## config.mk

```make
export PLATFORM = sky130hd
export DESIGN_NAME = input_pio_debounce
export DESIGN_NICKNAME = d
export VERILOG_FILES = /design/src/rtl/input_pio_pkg.sv /design/src/rtl/input_debounce.sv /design/src/rtl/input_pio_debounce.sv
export SDC_FILE = /design/constraint.sdc
export NUM_CORES = 1
export LEC_CHECK = 0
export ABC_AREA = 1
export BUFFER_PORTS_ARGS = -buffer_cell sky130_fd_sc_hd__buf_2
export CAP_MARGIN = 20
export CORE_ASPECT_RATIO = 0.8
export CORE_UTILIZATION = 48
export CTS_CLUSTER_DIAMETER = 80
export DETAILED_ROUTE_END_ITERATION = 10
export PLACE_DENSITY = 0.66
export RECOVER_POWER = 25
export SETUP_SLACK_MARGIN = 0.15
export SKIP_LAST_GASP = 1
export SLEW_MARGIN = 5
export SYNTH_ARGS = -nofsm -noshare
export SYNTH_HDL_FRONTEND = slang
export SYNTH_SLANG_ARGS = --single-unit
```

## constraint.sdc

```tcl
create_clock -name clk50 -period 1.6 [get_ports clk50]
set_input_delay 0.08 -clock clk50 [delete_from_list [all_inputs] [get_ports clk50]]
set_output_delay 0.08 -clock clk50 [all_outputs]
set_load 0.03 [all_outputs]
```

## src/rtl/input_pio_pkg.sv

```systemverilog
// Shared register map and edge-type encoding for the debounced input PIO.
package input_pio_pkg;

  localparam logic [1:0] ADDR_DATA     = 2'd0;
  localparam logic [1:0] ADDR_IRQ_MASK = 2'd1;
  localparam logic [1:0] ADDR_EDGE_CAP = 2'd2;
  localparam logic [1:0] ADDR_RAW      = 2'd3;

  typedef enum logic [1:0] {
    EDGE_RISE = 2'd0,
    EDGE_FALL = 2'd1,
    EDGE_ANY  = 2'd2
  } edge_type_e;

endpackage

```

## src/rtl/input_debounce.sv

```systemverilog
// One input bit: two-flop synchroniser followed by a run-length debouncer;
// the stable output only moves once sync has disagreed for DEBOUNCE_CYCLES samples.
module input_debounce #(
  parameter int DEBOUNCE_CYCLES = 50000
) (
  input  logic clk,
  input  logic rst_n,
  input  logic pin_i,
  output logic sync_o,
  output logic stable_o
);

  localparam int CNT_W = $clog2(DEBOUNCE_CYCLES + 1);
  localparam logic [CNT_W-1:0] CNT_LAST = CNT_W'(DEBOUNCE_CYCLES - 1);

  logic             meta_q,   meta_d;
  logic             sync_q,   sync_d;
  logic             stable_q, stable_d;
  logic [CNT_W-1:0] cnt_q,    cnt_d;

  // Any sample agreeing with stable drops the counter back to zero.
  always_comb begin
    meta_d   = pin_i;
    sync_d   = meta_q;
    stable_d = stable_q;
    cnt_d    = '0;
    if (sync_q != stable_q) begin
      if (cnt_q == CNT_LAST) begin
        stable_d = sync_q;
      end else begin
        cnt_d = cnt_q + CNT_W'(1);
      end
    end
  end

  always_ff @(posedge clk or negedge rst_n) begin
    if (!rst_n) begin
      meta_q   <= 1'b0;
      sync_q   <= 1'b0;
      stable_q <= 1'b0;
      cnt_q    <= '0;
    end else begin
      meta_q   <= meta_d;
      sync_q   <= sync_d;
      stable_q <= stable_d;
      cnt_q    <= cnt_d;
    end
  end

  assign sync_o   = sync_q;
  assign stable_o = stable_q;

endmodule

```

## src/rtl/input_pio_debounce.sv

```systemverilog
// Avalon-MM input PIO with per-bit debounce, edge capture and level irq.
// Edge capture, IRQ mask and irq exist only when INPUT_PIO_EDGE_IRQ_EN is defined.
module input_pio_debounce
  import input_pio_pkg::*;
#(
  parameter int WIDTH           = 10,
  parameter int DEBOUNCE_CYCLES = 50000,
  parameter int EDGE_TYPE       = 0
) (
  input  logic             clk50,
  input  logic             reset_n,
  input  logic [WIDTH-1:0] pins_in,
  input  logic [1:0]       avs_address,
  input  logic             avs_read,
  input  logic             avs_write,
  input  logic [31:0]      avs_writedata,
  output logic [31:0]      avs_readdata,
  output logic             irq
);

  logic [WIDTH-1:0] sync_w;
  logic [WIDTH-1:0] stable_w;
  logic [31:0]      readdata_q, readdata_d;
  logic             unused_bus;

  for (genvar i = 0; i < WIDTH; i++) begin : g_bit
    input_debounce #(
      .DEBOUNCE_CYCLES(DEBOUNCE_CYCLES)
    ) u_db (
      .clk     (clk50),
      .rst_n   (reset_n),
      .pin_i   (pins_in[i]),
      .sync_o  (sync_w[i]),
      .stable_o(stable_w[i])
    );
  end

  assign unused_bus = &{1'b0, avs_write, avs_writedata};

`ifdef INPUT_PIO_EDGE_IRQ_EN
  localparam edge_type_e ETYPE = edge_type_e'(EDGE_TYPE[1:0]);

  logic [WIDTH-1:0] stable_dly_q, stable_dly_d;
  logic [WIDTH-1:0] edge_cap_q,   edge_cap_d;
  logic [WIDTH-1:0] irq_mask_q,   irq_mask_d;
  logic [WIDTH-1:0] edge_det;
  logic [WIDTH-1:0] w1c;
  logic             irq_q,        irq_d;

  // A new edge is OR-ed in after the clear so it survives a same-cycle W1C.
  always_comb begin
    stable_dly_d = stable_w;
    case (ETYPE)
      EDGE_RISE: edge_det = stable_w & ~stable_dly_q;
      EDGE_FALL: edge_det = ~stable_w & stable_dly_q;
      default:   edge_det = stable_w ^ stable_dly_q;
    endcase
    w1c = '0;
    if (avs_write && (avs_address == ADDR_EDGE_CAP)) begin
      w1c = avs_writedata[WIDTH-1:0];
    end
    irq_mask_d = irq_mask_q;
    if (avs_write && (avs_address == ADDR_IRQ_MASK)) begin
      irq_mask_d = avs_writedata[WIDTH-1:0];
    end
    edge_cap_d = (edge_cap_q & ~w1c) | edge_det;
    irq_d      = |(edge_cap_q & irq_mask_q);
  end

  always_ff @(posedge clk50 or negedge reset_n) begin
    if (!reset_n) begin
      stable_dly_q <= '0;
      edge_cap_q   <= '0;
      irq_mask_q   <= '0;
      irq_q        <= 1'b0;
    end else begin
      stable_dly_q <= stable_dly_d;
      edge_cap_q   <= edge_cap_d;
      irq_mask_q   <= irq_mask_d;
      irq_q        <= irq_d;
    end
  end

  assign irq = irq_q;
`else
  assign irq = 1'b0;
`endif

  // Read mux samples pre-write register values, so a same-cycle write is not visible.
  always_comb begin
    readdata_d = readdata_q;
    if (avs_read) begin
      readdata_d = '0;
      case (avs_address)
        ADDR_DATA:     readdata_d[WIDTH-1:0] = stable_w;
`ifdef INPUT_PIO_EDGE_IRQ_EN
        ADDR_IRQ_MASK: readdata_d[WIDTH-1:0] = irq_mask_q;
        ADDR_EDGE_CAP: readdata_d[WIDTH-1:0] = edge_cap_q;
`endif
        ADDR_RAW:      readdata_d[WIDTH-1:0] = sync_w;
        default:       readdata_d = '0;
      endcase
    end
  end

  always_ff @(posedge clk50 or negedge reset_n) begin
    if (!reset_n) begin
      readdata_q <= '0;
    end else begin
      readdata_q <= readdata_d;
    end
  end

  assign avs_readdata = readdata_q;

endmodule
```

==> impl_metrics.env <==
export IMPL_cts_tree="yes"
export IMPL_gp_congestion=0.888
export IMPL_cpMostUsedCell="buf_4"
export IMPL_die_h_um=135
export IMPL_first_pass_iters=5
export IMPL_fillers=1928
export IMPL_fp_dieArea_um2=22700
export IMPL_arrival_ns=1.79
export IMPL_tightestPinTransition_ns=1.00
export IMPL_fmax_mhz=709
export IMPL_synth_seq_area_share_pct=47.2
export IMPL_wl_per_cell_um=12.9
export IMPL_regArea_um2=5010
export IMPL_setup_viol=0
export IMPL_num_rows=48
export IMPL_period_share_pct=88.1
export IMPL_startpoint_type="flip-flop"
export IMPL_fin_crit_ns=1.41
export IMPL_crit_path_max_fanout=4
export IMPL_routed_wl_um=22600
export IMPL_viasPerCell=4.96
export IMPL_clk_pin_slew_ns=0.08
export IMPL_area_growth_pct=17.1
export IMPL_hold_depth=2
export IMPL_antenna_found_initial=1
export IMPL_relSlewSlack_pct=33.1
export IMPL_status="finished clean"
export IMPL_path_class="flip-flop to flip-flop"
export IMPL_r2r_end="g_bit[2].u_db.stable_o$_DFFE_PN0P_"
export IMPL_fp_coreArea_um2=21600
export IMPL_dp_hpwl_um=16000
export IMPL_required_ns=1.98
export IMPL_ys_ff_latch=200
export IMPL_clk_insertion_delay_late_ns=0.44
export IMPL_ir_worst_vdd_mv=0.636
export IMPL_vias=8667
export IMPL_dp_worst_setup_slack_ns=0.0310
export IMPL_drtIter0Drc=555
export IMPL_clockBufferDepth=2
export IMPL_r2r_slack_ns=0.19
export IMPL_cts_buffers=17
export IMPL_grt_pass1_wl_um=38600
export IMPL_grt_start_max_net_pins=58
export IMPL_synth_distinct_cells=29
export IMPL_overflow=0
export IMPL_hold_end="avs_readdata[9]$_DFFE_PN0P_"
export IMPL_yosys_warnings=0
export IMPL_max_stage_delay_ns=0.39
export IMPL_multi_input_comb_area_um2=5320
export IMPL_cts_sinks=200
export IMPL_track_usage_pct=21.0
export IMPL_ant_nets=0
export IMPL_worstHoldPathType="input pin to flip-flop"
export IMPL_port_buffers=24
export IMPL_htree_levels=4
export IMPL_slew_violations=0
export IMPL_syn_area_per_cell_um2=7.74
export IMPL_crit_chain="ha_1, nand3_2, nor3_4, buf_4, buf_4, a21oi_1, nor2_1"
export IMPL_crit_path_end_kind="flip-flop"
export IMPL_maxCapViolCount=0
export IMPL_syn_inst=1369
export IMPL_drc=0
export IMPL_pin_count=81
export IMPL_hold_violations=0
export IMPL_initial_core_util_pct=49.0
export IMPL_clock_root_buffer="clkbuf_16"
export IMPL_finalClockSkew_ns=0.00995
export IMPL_grt_pass1_vias=8133
export IMPL_r2r_start="g_bit[2].u_db.cnt_q[0]$_DFF_PN0_"
export IMPL_num_antenna_cells=0
export IMPL_cp_slowest_cell="dfrtp_1"
export IMPL_hold_start="avs_read"
export IMPL_drive_gt1_share_pct=14.1
export IMPL_power_leakage_uw=0.00599
export IMPL_dieWidth_um=168
export IMPL_r2r_cells=7
export IMPL_whs_ns=0.106
export IMPL_fin_tns_setup_ns=0
export IMPL_power_density_nw_per_um2=799
export IMPL_fin_util_pct=57.4
export IMPL_nets=1519
export IMPL_syn_area_um2=10600
export IMPL_rsz0062_at_grt="yes"
export IMPL_fin_ws_ns=0.190
==> critical path, delay by kind of cell (launching register included) <==
kind | cells | cell delay (ns)
buffers and inverters | 2 | 0.24
adder cells (fa/ha/maj) | 1 | 0.21
AND/OR/NAND/NOR | 3 | 0.46
flip-flops | 1 | 0.39
AO/OA/AOI/OAI | 1 | 0.05
==> report_power, final <==
part           switching, µW  internal (µW)
registers                111           5150
clock network           1950           2050
logic                    422            230
total                   2490           7430
==> logic make-up (layout without fill, tap and decap cells) <==
group	Yosys count	in the layout	share of synthesized area, %
compound gates	65	65	3.40
mux	9	9	0.956
xor+xnor	75	75	6.84
fa+ha+maj	12	12	1.42
other cells	1	23	0.0354
simple gates	811	811	32.4
flops	200	200	47.2
buf+inv	196	276	7.76
==> registers in the layout (all words and copies together) (netlist names) <==
signal / count
g_bit.u_db.cnt_q: 160
avs_readdata: 10
g_bit.u_db.meta_q: 10
g_bit.u_db.stable_o: 10
g_bit.u_db.sync_o: 10
==> area by class of cell <==
class	instances	share of cell area, %
clock buffer	19	3.57
clock inverter	12	0.736
inverter	169	5.11
multi-input combinational	995	42.8
sequential	200	40.4
tap	275	2.77
timing repair buffer	76	4.61
==> metrics by stage <==
stage          cell area, µm²  power (µW)  instances
3_3_place_gp            11200        5910       1689
3_5_place_dp            11200        5920       1689
5_1_grt                 12400       10300       1746
2_1_floorplan           10700        5690       1391
6_report                12400        9910       1746
4_1_cts                 12000        9970       1734
==> what timing repair did <==
action                                 CTS  global route
pin swaps                                5            18
hold buffers                            11             0
cloned                                   0             0
resized for setup                       25            83
setup endpoints to repair               89           120
endpoints found under the hold margin  210             0
buffers inserted                         3            12
==> layer usage <==
metal	global-route usage [%]	up-vias	wire length, µm	share of wire [%]
met5	0	-	13	0.058
met4	5.61	2	233	1.0
met3	3.90	26	854	3.8
met2	32.2	163	10200	45
met1	30.8	4041	11300	50
li1	-	4435	-	-
==> Yosys cell counts, drive strengths merged <==
cell | count | area, µm²
a21o | 3 | 22.5
a21oi | 34 | 170
a22o | 1 | 8.76
a31oi | 17 | 106
buf | 23 | 173
clkbuf | 4 | 15.0
conb | 1 | 3.75
dfrtp | 200 | 5000
ha | 12 | 150
inv | 169 | 634
mux2 | 9 | 101
nand2 | 289 | 1110
nand3 | 107 | 551
nand3b | 1 | 7.51
nand4 | 29 | 181
nor2 | 350 | 1340
nor3 | 30 | 205
nor3b | 5 | 37.5
o21ai | 9 | 45.0
o21bai | 1 | 7.51
xnor2 | 28 | 245
xor2 | 47 | 479
==> how the worst max path moves through the flow <==
| stage | startpoint | end | slack [ns] | cells past startpoint |
|---|---|---|---|---|
| floorplan | g_bit[1].u_db.cnt_q[0]$_DFF_PN0_ | g_bit[1].u_db.cnt_q[6]$_DFF_PN0_ | 0.30 | 6 |
| detailed placement | g_bit[7].u_db.cnt_q[0]$_DFF_PN0_ | g_bit[7].u_db.cnt_q[0]$_DFF_PN0_ | 0.03 | 6 |
| CTS | g_bit[6].u_db.cnt_q[0]$_DFF_PN0_ | g_bit[6].u_db.cnt_q[14]$_DFF_PN0_ | 0.15 | 7 |
| global placement | g_bit[7].u_db.cnt_q[0]$_DFF_PN0_ | g_bit[7].u_db.cnt_q[0]$_DFF_PN0_ | 0.1 | 6 |
| global route | g_bit[5].u_db.cnt_q[0]$_DFF_PN0_ | g_bit[5].u_db.cnt_q[4]$_DFF_PN0_ | 0.09 | 7 |
| finish | g_bit[2].u_db.cnt_q[0]$_DFF_PN0_ | g_bit[2].u_db.stable_o$_DFFE_PN0P_ | 0.19 | 7 |
==> cell usage in the layout, fill, tap and decap left out, types with 11 or more instances in the layout <==
cell type | synthesis | routed
nor2_2 | 10 | 23
dlygate4sd3_1 | 0 | 11
dfrtp_1 | 200 | 196
buf_4 | 23 | 35
nand2_1 | 279 | 268
clkbuf_16 | 0 | 17
inv_1 | 167 | 166
nand3_1 | 104 | 92
conb_1 | 1 | 23
nand4_1 | 29 | 29
a21oi_1 | 34 | 34
nand2_4 | 0 | 13
nor2_1 | 340 | 320
xor2_2 | 9 | 11
a31oi_1 | 17 | 17
buf_2 | 0 | 23
xor2_1 | 38 | 36
nor3_1 | 19 | 17
xnor2_1 | 28 | 28
Power figures use the tool's default switching activity.
